File: config.mk
export PLATFORM = sky130hd
export DESIGN_NAME = input_debounce
export DESIGN_NICKNAME = d
export VERILOG_FILES = /design/src/rtl/debounce_pkg.sv /design/src/rtl/debounce_ch.sv /design/src/rtl/input_debounce.sv
export SDC_FILE = /design/constraint.sdc
export NUM_CORES = 1
export LEC_CHECK = 0
export CAP_MARGIN = 20
export CORE_ASPECT_RATIO = 0.7
export CORE_MARGIN = 2
export CORE_UTILIZATION = 43
export CTS_CLUSTER_DIAMETER = 80
export DETAILED_ROUTE_END_ITERATION = 16
export GPL_ROUTABILITY_DRIVEN = 0
export PLACE_DENSITY = 0.65
export SYNTH_ARGS = -nofsm -noshare
export SYNTH_HDL_FRONTEND = slang
export SYNTH_SLANG_ARGS = --single-unit
export TNS_END_PERCENT = 30
File: constraint.sdc
create_clock -name clk -period 2.77 [get_ports clk]
set_input_delay 0.554 -clock clk [delete_from_list [all_inputs] [get_ports clk]]
set_output_delay 0.554 -clock clk [all_outputs]
set_load 0.1 [all_outputs]
File: src/rtl/debounce_pkg.sv
// Shared definitions for the input debouncer: key channel state encoding,
// sample-tick divider derivation and a width helper.
package debounce_pkg;

    // Key channel states; bit 1 doubles as the debounced level.
    typedef enum logic [1:0] {
        ST_IDLE         = 2'b00,
        ST_PRESS_WAIT   = 2'b01,
        ST_HELD         = 2'b11,
        ST_RELEASE_WAIT = 2'b10
    } key_state_e;

    // Number of bits needed to hold values 0..value-1.
    function automatic int clog2(input int value);
        int width;
        width = 0;
        for (int i = 0; i < 31; i++) begin
            if ((1 << i) < value) begin
                width = i + 1;
            end
        end
        return width;
    endfunction

    // Clock cycles per 1 kHz sample tick.
    function automatic int tick_div(input int clk_hz);
        return clk_hz / 1000;
    endfunction

endpackage

File: src/rtl/debounce_ch.sv
// One debounced button channel: two-flop synchroniser, press/release FSM
// counting shared sample ticks, and registered level/press/release outputs.
module debounce_ch
    import debounce_pkg::*;
#(
    parameter int DEBOUNCE_MS = 20
) (
    input  logic clk,
    input  logic clr,
    input  logic tick,
    input  logic raw,
    output logic level,
    output logic press,
    output logic rel
);

    localparam int               CNT_W    = clog2(DEBOUNCE_MS);
    localparam logic [CNT_W-1:0] CNT_LAST = CNT_W'(DEBOUNCE_MS - 1);

    logic             sync1_q;
    logic             sync2_q;
    logic             s;
    key_state_e       state_q;
    key_state_e       state_d;
    logic [CNT_W-1:0] cnt_q;
    logic [CNT_W-1:0] cnt_d;
    logic             level_q;
    logic             level_d;
    logic             press_q;
    logic             press_d;
    logic             rel_q;
    logic             rel_d;

    // Bring the raw button into the clk domain.
    always_ff @(posedge clk or negedge clr) begin
        if (!clr) begin
            sync1_q <= 1'b0;
            sync2_q <= 1'b0;
        end else begin
            sync1_q <= raw;
            sync2_q <= sync1_q;
        end
    end

    assign s = sync2_q;

    // State and tick counter register.
    always_ff @(posedge clk or negedge clr) begin
        if (!clr) begin
            state_q <= ST_IDLE;
            cnt_q   <= '0;
        end else begin
            state_q <= state_d;
            cnt_q   <= cnt_d;
        end
    end

    // Next state: an input edge always wins over a tick in the same cycle.
    always_comb begin
        state_d = state_q;
        cnt_d   = cnt_q;
        case (state_q)
            ST_IDLE: begin
                if (s) begin
                    state_d = ST_PRESS_WAIT;
                    cnt_d   = '0;
                end
            end
            ST_PRESS_WAIT: begin
                if (!s) begin
                    state_d = ST_IDLE;
                    cnt_d   = '0;
                end else if (tick) begin
                    if (cnt_q == CNT_LAST) begin
                        state_d = ST_HELD;
                        cnt_d   = '0;
                    end else begin
                        cnt_d = cnt_q + CNT_W'(1);
                    end
                end
            end
            ST_HELD: begin
                if (!s) begin
                    state_d = ST_RELEASE_WAIT;
                    cnt_d   = '0;
                end
            end
            ST_RELEASE_WAIT: begin
                if (s) begin
                    state_d = ST_HELD;
                    cnt_d   = '0;
                end else if (tick) begin
                    if (cnt_q == CNT_LAST) begin
                        state_d = ST_IDLE;
                        cnt_d   = '0;
                    end else begin
                        cnt_d = cnt_q + CNT_W'(1);
                    end
                end
            end
            default: begin
                state_d = ST_IDLE;
                cnt_d   = '0;
            end
        endcase
    end

    // Outputs decoded from the transition about to be taken, then registered.
    always_comb begin
        level_d = (state_d == ST_HELD) || (state_d == ST_RELEASE_WAIT);
        press_d = (state_q == ST_PRESS_WAIT) && (state_d == ST_HELD);
        rel_d   = (state_q == ST_RELEASE_WAIT) && (state_d == ST_IDLE);
    end

    // Output register.
    always_ff @(posedge clk or negedge clr) begin
        if (!clr) begin
            level_q <= 1'b0;
            press_q <= 1'b0;
            rel_q   <= 1'b0;
        end else begin
            level_q <= level_d;
            press_q <= press_d;
            rel_q   <= rel_d;
        end
    end

    assign level = level_q;
    assign press = press_q;
    assign rel   = rel_q;

endmodule

File: src/rtl/input_debounce.sv
// Conditions raw board inputs: per-button debounce channels plus a switch
// word debounced as one unit, all paced by a shared 1 kHz sample tick.
module input_debounce
    import debounce_pkg::*;
#(
    parameter int CLK_HZ      = 50_000_000,
    parameter int DEBOUNCE_MS = 20,
    parameter int N_KEYS      = 2,
    parameter int SW_W        = 4
) (
    input  logic              clk,
    input  logic              clr,
    input  logic [N_KEYS-1:0] key_raw,
    input  logic [SW_W-1:0]   sw_raw,
    output logic [N_KEYS-1:0] key_level,
    output logic [N_KEYS-1:0] key_press,
    output logic [N_KEYS-1:0] key_release,
    output logic [SW_W-1:0]   sw_stable,
    output logic              sw_changed
);

    // CLK_HZ must be a multiple of 1000 and >= 2000; DEBOUNCE_MS >= 2.
    localparam int                TICK_DIV  = tick_div(CLK_HZ);
    localparam int                TICK_W    = clog2(TICK_DIV);
    localparam logic [TICK_W-1:0] TICK_LAST = TICK_W'(TICK_DIV - 1);
    localparam int                CNT_W     = clog2(DEBOUNCE_MS);
    localparam logic [CNT_W-1:0]  CNT_LAST  = CNT_W'(DEBOUNCE_MS - 1);

    logic [TICK_W-1:0] tick_cnt_q;
    logic [TICK_W-1:0] tick_cnt_d;
    logic              tick;

    logic [SW_W-1:0]   sw_sync1_q;
    logic [SW_W-1:0]   sw_sync2_q;
    logic [SW_W-1:0]   s_w;
    logic              wait_q;
    logic              wait_d;
    logic [SW_W-1:0]   cand_q;
    logic [SW_W-1:0]   cand_d;
    logic [CNT_W-1:0]  sw_cnt_q;
    logic [CNT_W-1:0]  sw_cnt_d;
    logic [SW_W-1:0]   sw_stable_q;
    logic [SW_W-1:0]   sw_stable_d;
    logic              sw_changed_q;
    logic              sw_changed_d;

    // Sample tick: one cycle high at the top of each divider period.
    always_comb begin
        tick       = (tick_cnt_q == TICK_LAST);
        tick_cnt_d = tick ? '0 : tick_cnt_q + TICK_W'(1);
    end

    // Tick divider register.
    always_ff @(posedge clk or negedge clr) begin
        if (!clr) begin
            tick_cnt_q <= '0;
        end else begin
            tick_cnt_q <= tick_cnt_d;
        end
    end

    // One independent debounce channel per button.
    for (genvar gi = 0; gi < N_KEYS; gi++) begin : g_key
        debounce_ch #(
            .DEBOUNCE_MS(DEBOUNCE_MS)
        ) u_ch (
            .clk  (clk),
            .clr  (clr),
            .tick (tick),
            .raw  (key_raw[gi]),
            .level(key_level[gi]),
            .press(key_press[gi]),
            .rel  (key_release[gi])
        );
    end

    // Bring the switch word into the clk domain.
    always_ff @(posedge clk or negedge clr) begin
        if (!clr) begin
            sw_sync1_q <= '0;
            sw_sync2_q <= '0;
        end else begin
            sw_sync1_q <= sw_raw;
            sw_sync2_q <= sw_sync1_q;
        end
    end

    assign s_w = sw_sync2_q;

    // Switch word debouncer: any movement of the word restarts the wait, so
    // intermediate values seen while the switches settle are never published.
    always_comb begin
        wait_d       = wait_q;
        cand_d       = cand_q;
        sw_cnt_d     = sw_cnt_q;
        sw_stable_d  = sw_stable_q;
        sw_changed_d = 1'b0;
        if (!wait_q) begin
            if (s_w != sw_stable_q) begin
                wait_d   = 1'b1;
                cand_d   = s_w;
                sw_cnt_d = '0;
            end
        end else if (s_w == sw_stable_q) begin
            wait_d   = 1'b0;
            sw_cnt_d = '0;
        end else if (s_w != cand_q) begin
            cand_d   = s_w;
            sw_cnt_d = '0;
        end else if (tick) begin
            if (sw_cnt_q == CNT_LAST) begin
                wait_d       = 1'b0;
                sw_cnt_d     = '0;
                sw_stable_d  = cand_q;
                sw_changed_d = 1'b1;
            end else begin
                sw_cnt_d = sw_cnt_q + CNT_W'(1);
            end
        end
    end

    // Switch debouncer state and output register.
    always_ff @(posedge clk or negedge clr) begin
        if (!clr) begin
            wait_q       <= 1'b0;
            cand_q       <= '0;
            sw_cnt_q     <= '0;
            sw_stable_q  <= '0;
            sw_changed_q <= 1'b0;
        end else begin
            wait_q       <= wait_d;
            cand_q       <= cand_d;
            sw_cnt_q     <= sw_cnt_d;
            sw_stable_q  <= sw_stable_d;
            sw_changed_q <= sw_changed_d;
        end
    end

    assign sw_stable  = sw_stable_q;
    assign sw_changed = sw_changed_q;

endmodule

# Word-level counts from Yosys, hierarchy flattened
# Cells that the tools add are included.
dict set report totals {
  reg_bits 63
  inputBits 8
  elab_cells 122
  out_inout_bits 11
}
dict set report classes {
  addsub 4
  bitwise 2
  eq_ne 24
  mux 54
  n_reduce_logical 16
}
# operator count
set ops {}
lappend ops {{two-way mux 5 bit} 18}
lappend ops {{case mux 5 bit (4 select lines)} 2}
lappend ops {{two-way mux 2 bit} 16}
lappend ops {{adder 16 x 1 -> 16 bit, second input constant} 1}
lappend ops {{equality test 16 bit, second input constant} 1}
lappend ops {{equality test 2 bit, second input constant} 8}
lappend ops {{two-way mux 16 bit} 1}
lappend ops {{two-way mux 4 bit} 4}
lappend ops {{case mux 2 bit (4 select lines)} 2}
lappend ops {{adder 5 x 1 -> 5 bit, second input constant} 3}
lappend ops {{equality test 5 bit, second input constant} 3}
lappend ops {{two-way mux 1 bit} 11}
lappend ops {{logical NOT 2 bit} 4}
lappend ops {{!= test 4 bit} 2}
lappend ops {{!= test 2 x 1 -> 1 bit, second input constant} 3}
lappend ops {{!= test 2 bit, second input constant} 3}
lappend ops {{AND reduction 2 bit} 3}
lappend ops {{AND reduction 5 bit} 1}
lappend ops {{equality test 2 x 1 -> 1 bit, second input constant} 2}
lappend ops {{equality test 4 bit} 1}
lappend ops {{logical AND 1 bit} 4}
lappend ops {{!= test 4 x 1 -> 1 bit, second input constant} 1}
lappend ops {{AND reduction 3 bit} 1}
lappend ops {{logical OR 1 bit} 2}
lappend ops {{2 further kinds} 3}

# Longest topological paths before layout
dict set report depth {
  ltp_word 7
  depth_mapped 8
  ltp_nobuf 7
}

# Modules after synthesis
# From an unflattened synthesis, not the netlist that was laid out.
dict set report unflattened {
  hier_cells 293
  area_unflattened_um2 3200.6
}
# module instances cells_each area_each_um2
set modules_own_cells {}
lappend modules_own_cells {input_debounce 1 145 1746.7}
lappend modules_own_cells {debounce_ch 2 74 726.9}

# Worst setup path before layout
# No wires, ideal clock.
dict set report synth_path {
  kind {register -> register}
  from {reg sw_stable_q[2], in the netlist sw_stable[2]}
  to {reg sw_stable_q[0], in the netlist sw_stable[0]}
  setup_time_ps 126
  path_buffers 0
  stages_incl_launch_ff 6
  required_ps 2644
  period_less_slack_ps 2228
  setup_slack_ps 542
  arrival_time_ps 2102
  path_cell_list {dfrtp_1 -> xnor2_1 -> nand4_1 -> and4bb_2 -> nand2_1 -> mux2_2}
}
dict set report synth_between {
  elab_chain_len 3
}
# item line_no
set synth_lines {}
lappend synth_lines {{from (decl)} input_debounce.sv:42} ;# logic [SW_W-1:0] sw_stable_q;
lappend synth_lines {{from (signal assigned)} input_debounce.sv:134} ;# sw_stable_q <= sw_stable_d;
lappend synth_lines {{equality test 4 bit} input_debounce.sv:104} ;# end else if (s_w == sw_stable_q) begin
lappend synth_lines {{NOT 1 bit (no source line)} -}
lappend synth_lines {{AND reduction 5 bit (no source line)} -}
# No other way between the ends.
# A chain may end at the register's enable or synchronous reset.

# Worst setup path in the final report
dict set report layout_path {
  from {reg g_key[0].u_ch.state_q[0]}
  to {reg g_key[0].u_ch.rel_q}
}
# item line_no
set layout_lines {}
lappend layout_lines {{from (decl)} debounce_ch.sv:23} ;# key_state_e state_q;
lappend layout_lines {{from (signal assigned)} debounce_ch.sv:53} ;# state_q <= state_d;
lappend layout_lines {{equality test 2 bit (tied with other cells)} debounce_ch.sv:62} ;# case (state_q)
lappend layout_lines {{case mux 2 bit (4 select lines) *} debounce_ch.sv:62}
lappend layout_lines {{net g_key[0].u_ch.state_d[1]} debounce_ch.sv:24} ;# key_state_e state_d;
lappend layout_lines {{logical NOT 2 bit *} debounce_ch.sv:112} ;# rel_d = (state_q == ST_RELEASE_WAIT) && (state_d == ST_IDLE);
lappend layout_lines {{logical AND 1 bit *} debounce_ch.sv:112}
lappend layout_lines {{net g_key[0].u_ch.rel_d} debounce_ch.sv:32} ;# logic rel_d;
lappend layout_lines {{to (signal assigned)} debounce_ch.sv:124} ;# rel_q <= rel_d;
lappend layout_lines {{to (decl)} debounce_ch.sv:31} ;# logic rel_q;
# Mark *: on every way through the listed nets, which the timed path passes. The rest lies on a longest branch.

==> impl_metrics.env <==
export IMPL_post_dp_hpwl_um=4180
export IMPL_synth_xor_xnor_area_share=0.0508
export IMPL_ir_worst_vdd_mv=0.458
export IMPL_crit_fanout=7
export IMPL_nets=344
export IMPL_synth_compound_area_frac=0.135
export IMPL_cp_end_kind="register"
export IMPL_timing_rr_end="g_key[0].u_ch.rel"
export IMPL_synth_edf_count=0
export IMPL_cp_top_family="simple AND/OR/NAND/NOR gates"
export IMPL_critical_path_startpoint="g_key[0].u_ch.state_q[0]"
export IMPL_netlist_area_um2=3280
export IMPL_min_period_ns=2.19
export IMPL_grt_antenna_before_repair=0
export IMPL_sw_frac_of_total=0.383
export IMPL_num_rows=26
export IMPL_cts_tree="built"
export IMPL_fp_dieW_um=108
export IMPL_crit_path_cell_trace="inv_1, ha_1, or2_2, a221o_2, a31oi_1, and3b_1, nor4_2"
export IMPL_synthMuxAreaShare=0.0340
export IMPL_die_area_um2=8340
export IMPL_p_clk_frac=0.281
export IMPL_start_util=0.446
export IMPL_post_drt_wl_per_cell_um=13.8
export IMPL_area_growth_pct=11.7
export IMPL_setup_viol_count_final=0
export IMPL_diodes=0
export IMPL_grt_max_degree=38
export IMPL_clock_sinks=63
export IMPL_p_seq_frac=0.376
export IMPL_post_route_drc_count=0
export IMPL_grt_pass1_wl_um=10400
export IMPL_rsz0062_at_grt="no"
export IMPL_hold_path_class="in -> async"
export IMPL_r2r_start="g_key[0].u_ch.state_q[0]"
export IMPL_fillerInstances=685
export IMPL_ctsHoldBuffers=0
export IMPL_grt_total_usage=0.158
export IMPL_synth_top_family_by_area="simple AND/OR/NAND/NOR gates"
export IMPL_rr_worst_depth=7
export IMPL_grt_pass1_vias=2213
export IMPL_yosys_warnings=0
export IMPL_critPathMaxStageDelay_ns=0.45
export IMPL_final_cell_mix="dfrtp_1 (63), nand2_1 (22), nor2_1 (19)"
export IMPL_clock_root_buffer="clkbuf_8"
export IMPL_cts_resized_gates=0
export IMPL_ys_seq_area_frac=0.481
export IMPL_yosysUniqueCellTypes=66
export IMPL_drive_above_1_share=0.177
export IMPL_multi_input_area_um2=1520
export IMPL_post_cts_setup_buffers=0
export IMPL_cp_arrival_ns=2.45
export IMPL_wl_um=5880
export IMPL_portBuffers=18
export IMPL_maxCapViolCount=0
export IMPL_seq_area_um2=1580
export IMPL_power_switching_uw=1090
export IMPL_worstPathRequired_ns=3.03
export IMPL_internal_power_uw=1750
export IMPL_holdWs_ns=0.297
export IMPL_yosys_area_share_simple=0.190
export IMPL_ant_nets=0
export IMPL_finalSetupTns_ns=0
export IMPL_syn_area_per_cell_um2=10.8
export IMPL_post_drt_via_cell_ratio=5.27
export IMPL_crit_buf_inv=1
export IMPL_hold_violations=0
export IMPL_period_share=0.789
export IMPL_first_pass_iters=4
export IMPL_routed_via_count=2241
export IMPL_cp_slowest_cell="dfrtp_1"
export IMPL_postSynthCellCount=303
export IMPL_clk_pin_slew_ns=0.07
export IMPL_status="finished, final reports clean"
export IMPL_fmax_mhz=458
export IMPL_p_leak_uw=0.00163
export IMPL_synthAdderAreaFrac=0.0535
export IMPL_worst_setup_path_type="reg -> reg"
export IMPL_drtIter0Drc=139
export IMPL_final_common_cell="dfrtp_1"
export IMPL_num_io_pins=19
export IMPL_total_power_uw=2830
export IMPL_startpoint_type="register"
export IMPL_r2r_slack_ns=0.58
export IMPL_core_area_um2=7350
export IMPL_synth_seq_cells=63
export IMPL_grt_remaining_overflow=0
export IMPL_max_slew_margin_rel=0.456
export IMPL_tightest_slew_ns=0.816
export IMPL_pwr_share_comb=0.343
export IMPL_skew_ns=0.00593
export IMPL_syn_num_nets=325
export IMPL_cts_buffers=9
export IMPL_insertion_delay_ns=0.35
export IMPL_h_tree_depth=3
export IMPL_async_flop_share=1.00
export IMPL_slew_violations=0
export IMPL_die_h_um=77.0
export IMPL_synth_ff_type="dfrtp_1"
export IMPL_cts_buffer_depth=2
export IMPL_power_density_nw_per_um2=775
## power by group through the flow
| stage | clock network, uW | registers, uW | logic (uW) |
|---|---|---|---|
| after CTS | 819 | 1070 | 977 |
| after global placement | 0 | 1080 | 958 |
| after floorplan | 0 | 1060 | 824 |
| final | 797 | 1070 | 972 |
| after global routing | 858 | 1080 | 1070 |
| after detailed placement | 0 | 1080 | 973 |
## sequential cells by signal, summed over array words and instances (netlist names), 2 cells and up
| register | count |
|---|---|
| cand_q | 4 |
| g_key.u_ch.cnt_q | 10 |
| g_key.u_ch.level | 2 |
| g_key.u_ch.press | 2 |
| g_key.u_ch.rel | 2 |
| g_key.u_ch.s | 2 |
| g_key.u_ch.state_q | 4 |
| g_key.u_ch.sync1_q | 2 |
| s_w | 4 |
| sw_cnt_q | 5 |
| sw_stable | 4 |
| sw_sync1_q | 4 |
| tick_cnt_q | 16 |
## through the flow
| stage | utilization | area (um2) | worst slack [ns] | instances |
|---|---|---|---|---|
| after floorplan | - | 3280 | 0.542 | 303 |
| after global placement | 0.471 | 3460 | 0.721 | 409 |
| after detailed placement | 0.471 | 3460 | 0.588 | 409 |
| after CTS | 0.498 | 3660 | 0.568 | 425 |
| after global routing | 0.498 | 3660 | 0.359 | 425 |
| final | 0.498 | 3660 | 0.585 | 425 |
## layer usage
| layer | part of all wire | global-route usage | wire length [um] |
|---|---|---|---|
| met2 | 0.44 | 0.225 | 2560 |
| met4 | 0.013 | 0.0462 | 79 |
| met1 | 0.51 | 0.220 | 3020 |
| met3 | 0.037 | 0.0655 | 217 |
| met5 | 0 | 0 | 0 |
## cells in the mapped netlist (2+ instances only)
| cell | instances | area (um2) |
|---|---|---|
| a21boi_0 | 5 | 37.5 |
| a21oi_1 | 3 | 15.0 |
| a31o_2 | 2 | 17.5 |
| a31oi_1 | 3 | 18.8 |
| a32o_1 | 2 | 20.0 |
| a41oi_1 | 2 | 17.5 |
| and3_1 | 5 | 31.3 |
| and3b_1 | 2 | 17.5 |
| buf_4 | 7 | 52.6 |
| clkbuf_1 | 3 | 11.3 |
| dfrtp_1 | 63 | 1580 |
| ha_1 | 14 | 175 |
| inv_1 | 18 | 67.6 |
| mux2_2 | 9 | 101 |
| nand2_1 | 22 | 82.6 |
| nand2b_1 | 3 | 18.8 |
| nand3_1 | 10 | 50.1 |
| nand3b_1 | 4 | 30.0 |
| nand4_1 | 8 | 50.1 |
| nand4bb_1 | 2 | 22.5 |
| nor2_1 | 19 | 71.3 |
| nor2b_1 | 4 | 25.0 |
| nor3_1 | 5 | 25.0 |
| nor4_1 | 2 | 12.5 |
| nor4_2 | 2 | 25.0 |
| o211ai_1 | 2 | 15.0 |
| o21a_1 | 2 | 15.0 |
| o21ai_0 | 18 | 90.1 |
| o21bai_1 | 2 | 15.0 |
| o22ai_1 | 3 | 18.8 |
| o31ai_1 | 4 | 30.0 |
| or2_2 | 2 | 12.5 |
| xnor2_1 | 8 | 70.1 |
| xor2_1 | 11 | 96.3 |
## final cells by class
class                      count  share of cell area
sequential                    63               0.431
multi-input combinational    208               0.415
timing repair buffer          22              0.0486
clock buffer                   9              0.0339
tap                           98              0.0335
clock inverter                 7              0.0198
inverter                      18              0.0185
## worst max path at each step
stage | slack (ns) | cells after the start | endpoint
4_1_cts | 0.57 | 7 | g_key[0].u_ch.rel
3_3_place_gp | 0.72 | 6 | g_key[0].u_ch.press
5_1_grt | 0.36 | 7 | g_key[0].u_ch.rel
6_report | 0.58 | 7 | g_key[0].u_ch.rel
3_5_place_dp | 0.59 | 7 | g_key[0].u_ch.rel
2_1_floorplan | 0.54 | 5 | sw_stable[0]
## kinds of logic (layout without fill, tap and decap cells)
logic type | Yosys count | count (layout)
AO/OA/AOI/OAI | 63 | 63
XOR/XNOR | 19 | 19
adder cells (fa/ha/maj) | 14 | 14
buffers and inverters | 32 | 56
flip-flops | 63 | 63
multiplexers | 10 | 10
AND/OR/NAND/NOR | 102 | 102
No activity file was read; power rests on OpenSTA's default activity.
